$ cat src/rtl/pipelined_addsub.sv
// Pipelined adder/subtractor: the carry chain is cut into STAGES chunks, one chunk per register stage.
// Operands skew forward with the pipe and finished sum chunks de-skew alongside; flags come from the final stage.
module pipelined_addsub #(
    parameter int WIDTH  = 32,
    parameter int STAGES = 4
) (
    input  logic             clk,
    input  logic             rst_n,
    input  logic             in_valid,
    output logic             in_ready,
    input  logic [WIDTH-1:0] A,
    input  logic [WIDTH-1:0] B,
    input  logic             c_in,
    input  logic             sub,
    output logic             out_valid,
    input  logic             out_ready,
    output logic [WIDTH-1:0] sum,
    output logic             c_out,
    output logic             overflow,
    output logic             zero
);

    localparam int CW = WIDTH / STAGES;

    logic [WIDTH-1:0] r_a [STAGES];
    logic [WIDTH-1:0] r_b [STAGES];
    logic [WIDTH-1:0] r_s [STAGES];
    logic             r_v [STAGES];
    logic             r_c [STAGES];
    logic             r_ovf;
    logic             r_zero;

    logic [WIDTH-1:0] w_a_in  [STAGES];
    logic [WIDTH-1:0] w_b_in  [STAGES];
    logic [WIDTH-1:0] w_s_in  [STAGES];
    logic [WIDTH-1:0] w_s_nxt [STAGES];
    logic             w_c_in  [STAGES];
    logic             w_v_in  [STAGES];
    logic             w_c_nxt [STAGES];
    logic [CW:0]      w_chunk [STAGES];
    logic             w_stall;
    logic             w_en;
    logic             w_msb_cin;
    logic             w_ovf_nxt;
    logic             w_zero_nxt;

    // A full output slot that is not being taken freezes the whole pipe.
    assign w_stall  = r_v[STAGES-1] && !out_ready;
    assign w_en     = !w_stall;
    assign in_ready = !w_stall;

    always_comb begin
        w_a_in[0] = A;
        w_b_in[0] = sub ? ~B : B;
        w_c_in[0] = sub ^ c_in;
        w_s_in[0] = '0;
        w_v_in[0] = in_valid && in_ready;
        for (int k = 1; k < STAGES; k++) begin
            w_a_in[k] = r_a[k-1];
            w_b_in[k] = r_b[k-1];
            w_c_in[k] = r_c[k-1];
            w_s_in[k] = r_s[k-1];
            w_v_in[k] = r_v[k-1];
        end
        for (int k = 0; k < STAGES; k++) begin
            w_chunk[k] = {1'b0, w_a_in[k][k*CW +: CW]} + {1'b0, w_b_in[k][k*CW +: CW]}
                       + {{CW{1'b0}}, w_c_in[k]};
            w_s_nxt[k] = w_s_in[k];
            w_s_nxt[k][k*CW +: CW] = w_chunk[k][CW-1:0];
            w_c_nxt[k] = w_chunk[k][CW];
        end
        // Carry into the MSB is recovered from the MSB's own sum bit and operands.
        w_msb_cin  = w_a_in[STAGES-1][WIDTH-1] ^ w_b_in[STAGES-1][WIDTH-1]
                   ^ w_s_nxt[STAGES-1][WIDTH-1];
        w_ovf_nxt  = w_msb_cin ^ w_c_nxt[STAGES-1];
        w_zero_nxt = (w_s_nxt[STAGES-1] == '0);
    end

    always_ff @(posedge clk or negedge rst_n) begin
        if (!rst_n) begin
            for (int k = 0; k < STAGES; k++) begin
                r_v[k] <= 1'b0;
                r_c[k] <= 1'b0;
                r_a[k] <= '0;
                r_b[k] <= '0;
                r_s[k] <= '0;
            end
            r_ovf  <= 1'b0;
            r_zero <= 1'b0;
        end else if (w_en) begin
            for (int k = 0; k < STAGES; k++) begin
                r_v[k] <= w_v_in[k];
                if (w_v_in[k]) begin
                    r_a[k] <= w_a_in[k];
                    r_b[k] <= w_b_in[k];
                    r_s[k] <= w_s_nxt[k];
                    r_c[k] <= w_c_nxt[k];
                end
            end
            if (w_v_in[STAGES-1]) begin
                r_ovf  <= w_ovf_nxt;
                r_zero <= w_zero_nxt;
            end
        end
    end

    assign out_valid = r_v[STAGES-1];
    assign sum       = r_s[STAGES-1];
    assign c_out     = r_c[STAGES-1];
    assign overflow  = r_ovf;
    assign zero      = r_zero;

endmodule

$ cat config.mk
export PLATFORM = sky130hd
export DESIGN_NAME = pipelined_addsub
export DESIGN_NICKNAME = d
export VERILOG_FILES = /design/src/rtl/pipelined_addsub.sv
export SDC_FILE = /design/constraint.sdc
export NUM_CORES = 1
export LEC_CHECK = 0
export CAP_MARGIN = 20
export CORE_MARGIN = 2
export CORE_UTILIZATION = 35
export CTS_CLUSTER_DIAMETER = 150
export DETAILED_ROUTE_END_ITERATION = 6
export GPL_TIMING_DRIVEN = 0
export PLACE_DENSITY_LB_ADDON = 0.12
export SETUP_SLACK_MARGIN = 0.1
export SLEW_MARGIN = 20
export SYNTH_ARGS = -nofsm -noshare
export SYNTH_HDL_FRONTEND = slang
export SYNTH_SLANG_ARGS = --single-unit
$ cat constraint.sdc
create_clock -name clk -period 2.25 [get_ports clk]
set_input_delay 0.225 -clock clk [delete_from_list [all_inputs] [get_ports clk]]
set_output_delay 0.225 -clock clk [all_outputs]
set_load 0.02 [all_outputs]
==> flow_metrics.env <==
export IMPL_critPathCaptureType="flip-flop"
export IMPL_ioPinCount=107
export IMPL_power_total_uw=15750
export IMPL_reg2reg_from="r_b[56]$_DFFE_PN0P_"
export IMPL_async_flop_share_pct=100.0
export IMPL_nNetsFinal=943
export IMPL_final_cell_mix="dfrtp_1, mux2_2, clkdlybuf4s50_1, nand2_1, buf_4"
export IMPL_diodes=0
export IMPL_worstPathMaxFanout=2
export IMPL_antenna_found_initial=0
export IMPL_min_to="r_b[104]$_DFFE_PN0P_"
export IMPL_finalHoldViolations=0
export IMPL_fillers=2244
export IMPL_ys_seq_area_share_pct=53.68
export IMPL_hold_path_class="in2reg"
export IMPL_slowest_stage="fa_2"
export IMPL_cts_buffers=17
export IMPL_rsz0062_at_grt="true"
export IMPL_fmax_ghz=0.3944
export IMPL_setup_viol=1
export IMPL_post_place_ws_ps=-649.9
export IMPL_htreeDepth=4
export IMPL_cp_arrival_ps=2870
export IMPL_layout_commonest_cell="dfrtp_1"
export IMPL_r2r_slack_ps=-290
export IMPL_drv_slew=0
export IMPL_status="complete, but fails checks"
export IMPL_wire_per_inst_um=15.37
export IMPL_holdPathStages=4
export IMPL_gp_congestion=0.8053
export IMPL_synth_cell_types=48
export IMPL_ant_nets=0
export IMPL_stdcell_area_um2=10940
export IMPL_detail_route_iter0_violations=170
export IMPL_grt_pass1_wl_mm=29.50
export IMPL_overflow=0
export IMPL_die_w_um=161.4
export IMPL_core_um2=24320
export IMPL_hpwl_mm=13.92
export IMPL_grt_pass1_vias=5556
export IMPL_worst_pin_slew_ps=729.1
export IMPL_clkLatencyLatePin_ps=430
export IMPL_drcViolationCount=0
export IMPL_max_slew_margin_pct=51.39
export IMPL_start_kind="flip-flop"
export IMPL_worst_slack_ps=-285.4
export IMPL_vdd_ir_drop_max_mv=0.5206
export IMPL_ff_latch_area_um2=4654
export IMPL_violations="negative setup slack"
export IMPL_clk_pin_slew_ps=70
export IMPL_place_area_um2=10210
export IMPL_p_leak_uw=0.004809
export IMPL_holdCritStartpoint="sub"
export IMPL_die_h_um=161.4
export IMPL_vias=5410
export IMPL_crit_chain="fa_2, inv_2, fa_2, nor4b_4, nand4_1, nor4_4, and4b_1, nand4_1, o31ai_1"
export IMPL_critPathTopFamily="simple AND/OR/NAND/NOR gates"
export IMPL_period_minus_slack_ps=2535
export IMPL_ys_warnings_count=0
export IMPL_synth_edff_count=0
export IMPL_finalCritPeriodShare_pct=112.7
export IMPL_clkSinkCount=186
export IMPL_numPortBuffers=105
export IMPL_grt_max_degree=97
export IMPL_multiInputGateArea_um2=3677
export IMPL_slowest_delay_ps=570
export IMPL_rows=57
export IMPL_syn_inst=700
export IMPL_layout_drive_gt1_share_pct=30.00
export IMPL_syn_num_nets=806
export IMPL_ys_dominant_reg_cell="dfrtp_1"
export IMPL_ff2ff_path_depth=9
export IMPL_cp_data_required_time_ps=2580
export IMPL_cap_violations=0
export IMPL_syn_area_um2=8671
export IMPL_track_usage_pct=14.48
export IMPL_vias_per_cell=4.608
export IMPL_root_buffer="clkbuf_16"
export IMPL_r2r_end="zero$_DFFE_PN0P_"
export IMPL_clk_path_buf_depth=2
export IMPL_cts_tree="yes"
export IMPL_power_density_nw_per_um2=1440
export IMPL_crit_type="reg2reg"
export IMPL_dr_pass1_iters=5
export IMPL_worstPathBufferInverterCount=1
export IMPL_syn2layout_area_growth_pct=26.16
export IMPL_dieArea_um2=26050
export IMPL_whs_ps=191.1
export IMPL_routed_wl_mm=18.05
export IMPL_initial_core_util_pct=35.65
export IMPL_ys_ff_latch=186
export IMPL_avgSynthCellArea_um2=12.39
export IMPL_skew_ps=9.270
[cells in the mapped netlist (all sizes together), types with 2 or more instances]
master | count | area [µm²]
dfrtp | 186 | 4654
nor2b | 4 | 25.02
o31ai | 6 | 45.04
nand2b | 2 | 12.51
nand3 | 4 | 20.02
nand4 | 2 | 12.51
nor3 | 10 | 50.05
a211oi | 3 | 22.52
and2b | 2 | 15.01
nand2 | 63 | 244.0
o21bai | 5 | 37.54
o21a | 5 | 37.54
a21oi | 17 | 85.08
nor3b | 2 | 15.01
mux2 | 128 | 1441
nor4b | 2 | 17.52
clkbuf | 6 | 22.52
inv | 21 | 81.33
xor2 | 17 | 148.9
fa | 8 | 160.2
nor4 | 5 | 37.53
nor2 | 13 | 48.80
a21o | 6 | 45.04
xnor2 | 35 | 306.5
o21ai | 52 | 260.3
ha | 28 | 350.3
buf | 54 | 356.6
[how the worst max path moves through the flow]
stage,from,to,slack (ps),cells past startpoint
global route,r_b[56]$_DFFE_PN0P_,zero$_DFFE_PN0P_,-410,9
finish,r_b[56]$_DFFE_PN0P_,zero$_DFFE_PN0P_,-290,9
detailed placement,r_b[56]$_DFFE_PN0P_,zero$_DFFE_PN0P_,-650,9
global placement,rst_n,sum[29]$_DFFE_PN0P_,-6520,1
CTS,r_b[56]$_DFFE_PN0P_,zero$_DFFE_PN0P_,-360,9
floorplan,sub,r_c[3]$_DFFE_PN0P_,-90,11
[sequential cells by signal (all words and copies together), names as in the netlist]
register / count
c_out: 1
out_valid: 1
overflow: 1
r_a: 48
r_b: 48
r_c: 3
r_s: 48
r_v: 3
sum: 32
zero: 1
[worst reg2reg max path: stages, from the launching register on]
cell and delay [ps]:
dfrtp_1 390, fa_2 240, inv_2 40, fa_2 570, nor4b_4 220, nand4_1 200, nor4_4 240, and4b_1 250
nand4_1 100, o31ai_1 200
[power breakdown]
part / switching (µW) / leakage [µW] / total, µW / internal [µW]
Clock: 1290 / 0.000260 / 2740 / 1450
Sequential: 1020 / 0.00225 / 5870 / 4850
Combinational: 3280 / 0.00230 / 7140 / 3860
Total: 5590 / 0.00481 / 15700 / 10200
[repair_timing]
item | 4_1_cts | 5_1_grt
endpoints found under the setup margin | 7 | 9
hold buffers | 1 | 0
hold endpoints to repair | 95 | 0
gates resized for setup | 15 | 22
pin swaps | 8 | 25
gates cloned | 0 | 0
setup buffers | 5 | 7
[cell families after synthesis]
group / after synthesis / synth area share (%)
buf+inv: 81 / 5.310
compound gates: 101 / 6.826
fa+ha+maj: 36 / 5.887
xor+xnor: 52 / 5.252
mux: 129 / 16.74
simple gates: 115 / 6.306
flops: 186 / 53.68
[area by class of cell]
cell class                      instances  share of cell area (%)
Clock buffer                           19                   4.049
Timing Repair Buffer                  119                   10.85
Sequential cell                       186                   42.55
Clock inverter                         13                  0.8693
Inverter                               21                  0.7435
Buffer                                 59                   3.614
Multi-Input combinational cell        433                   33.62
Tap cell                              324                   3.706
[per-stage QoR]
step	utilization [%]	setup TNS (ps)	cells
after CTS	44.62	-355.4	1168
after detailed placement	41.99	-3792	1130
after floorplan	-	-118.4	700
final	44.98	-285.4	1174
after global routing	44.98	-410.0	1174
after global placement	41.86	-1213040	1129
[metal layers]
layer	track usage, %	part of all wire, %
met1	20.72	50
met3	3.082	3.3
met2	22.18	45
met4	4.302	1.0
met5	0	0
Power figures use the tool's default switching activity.
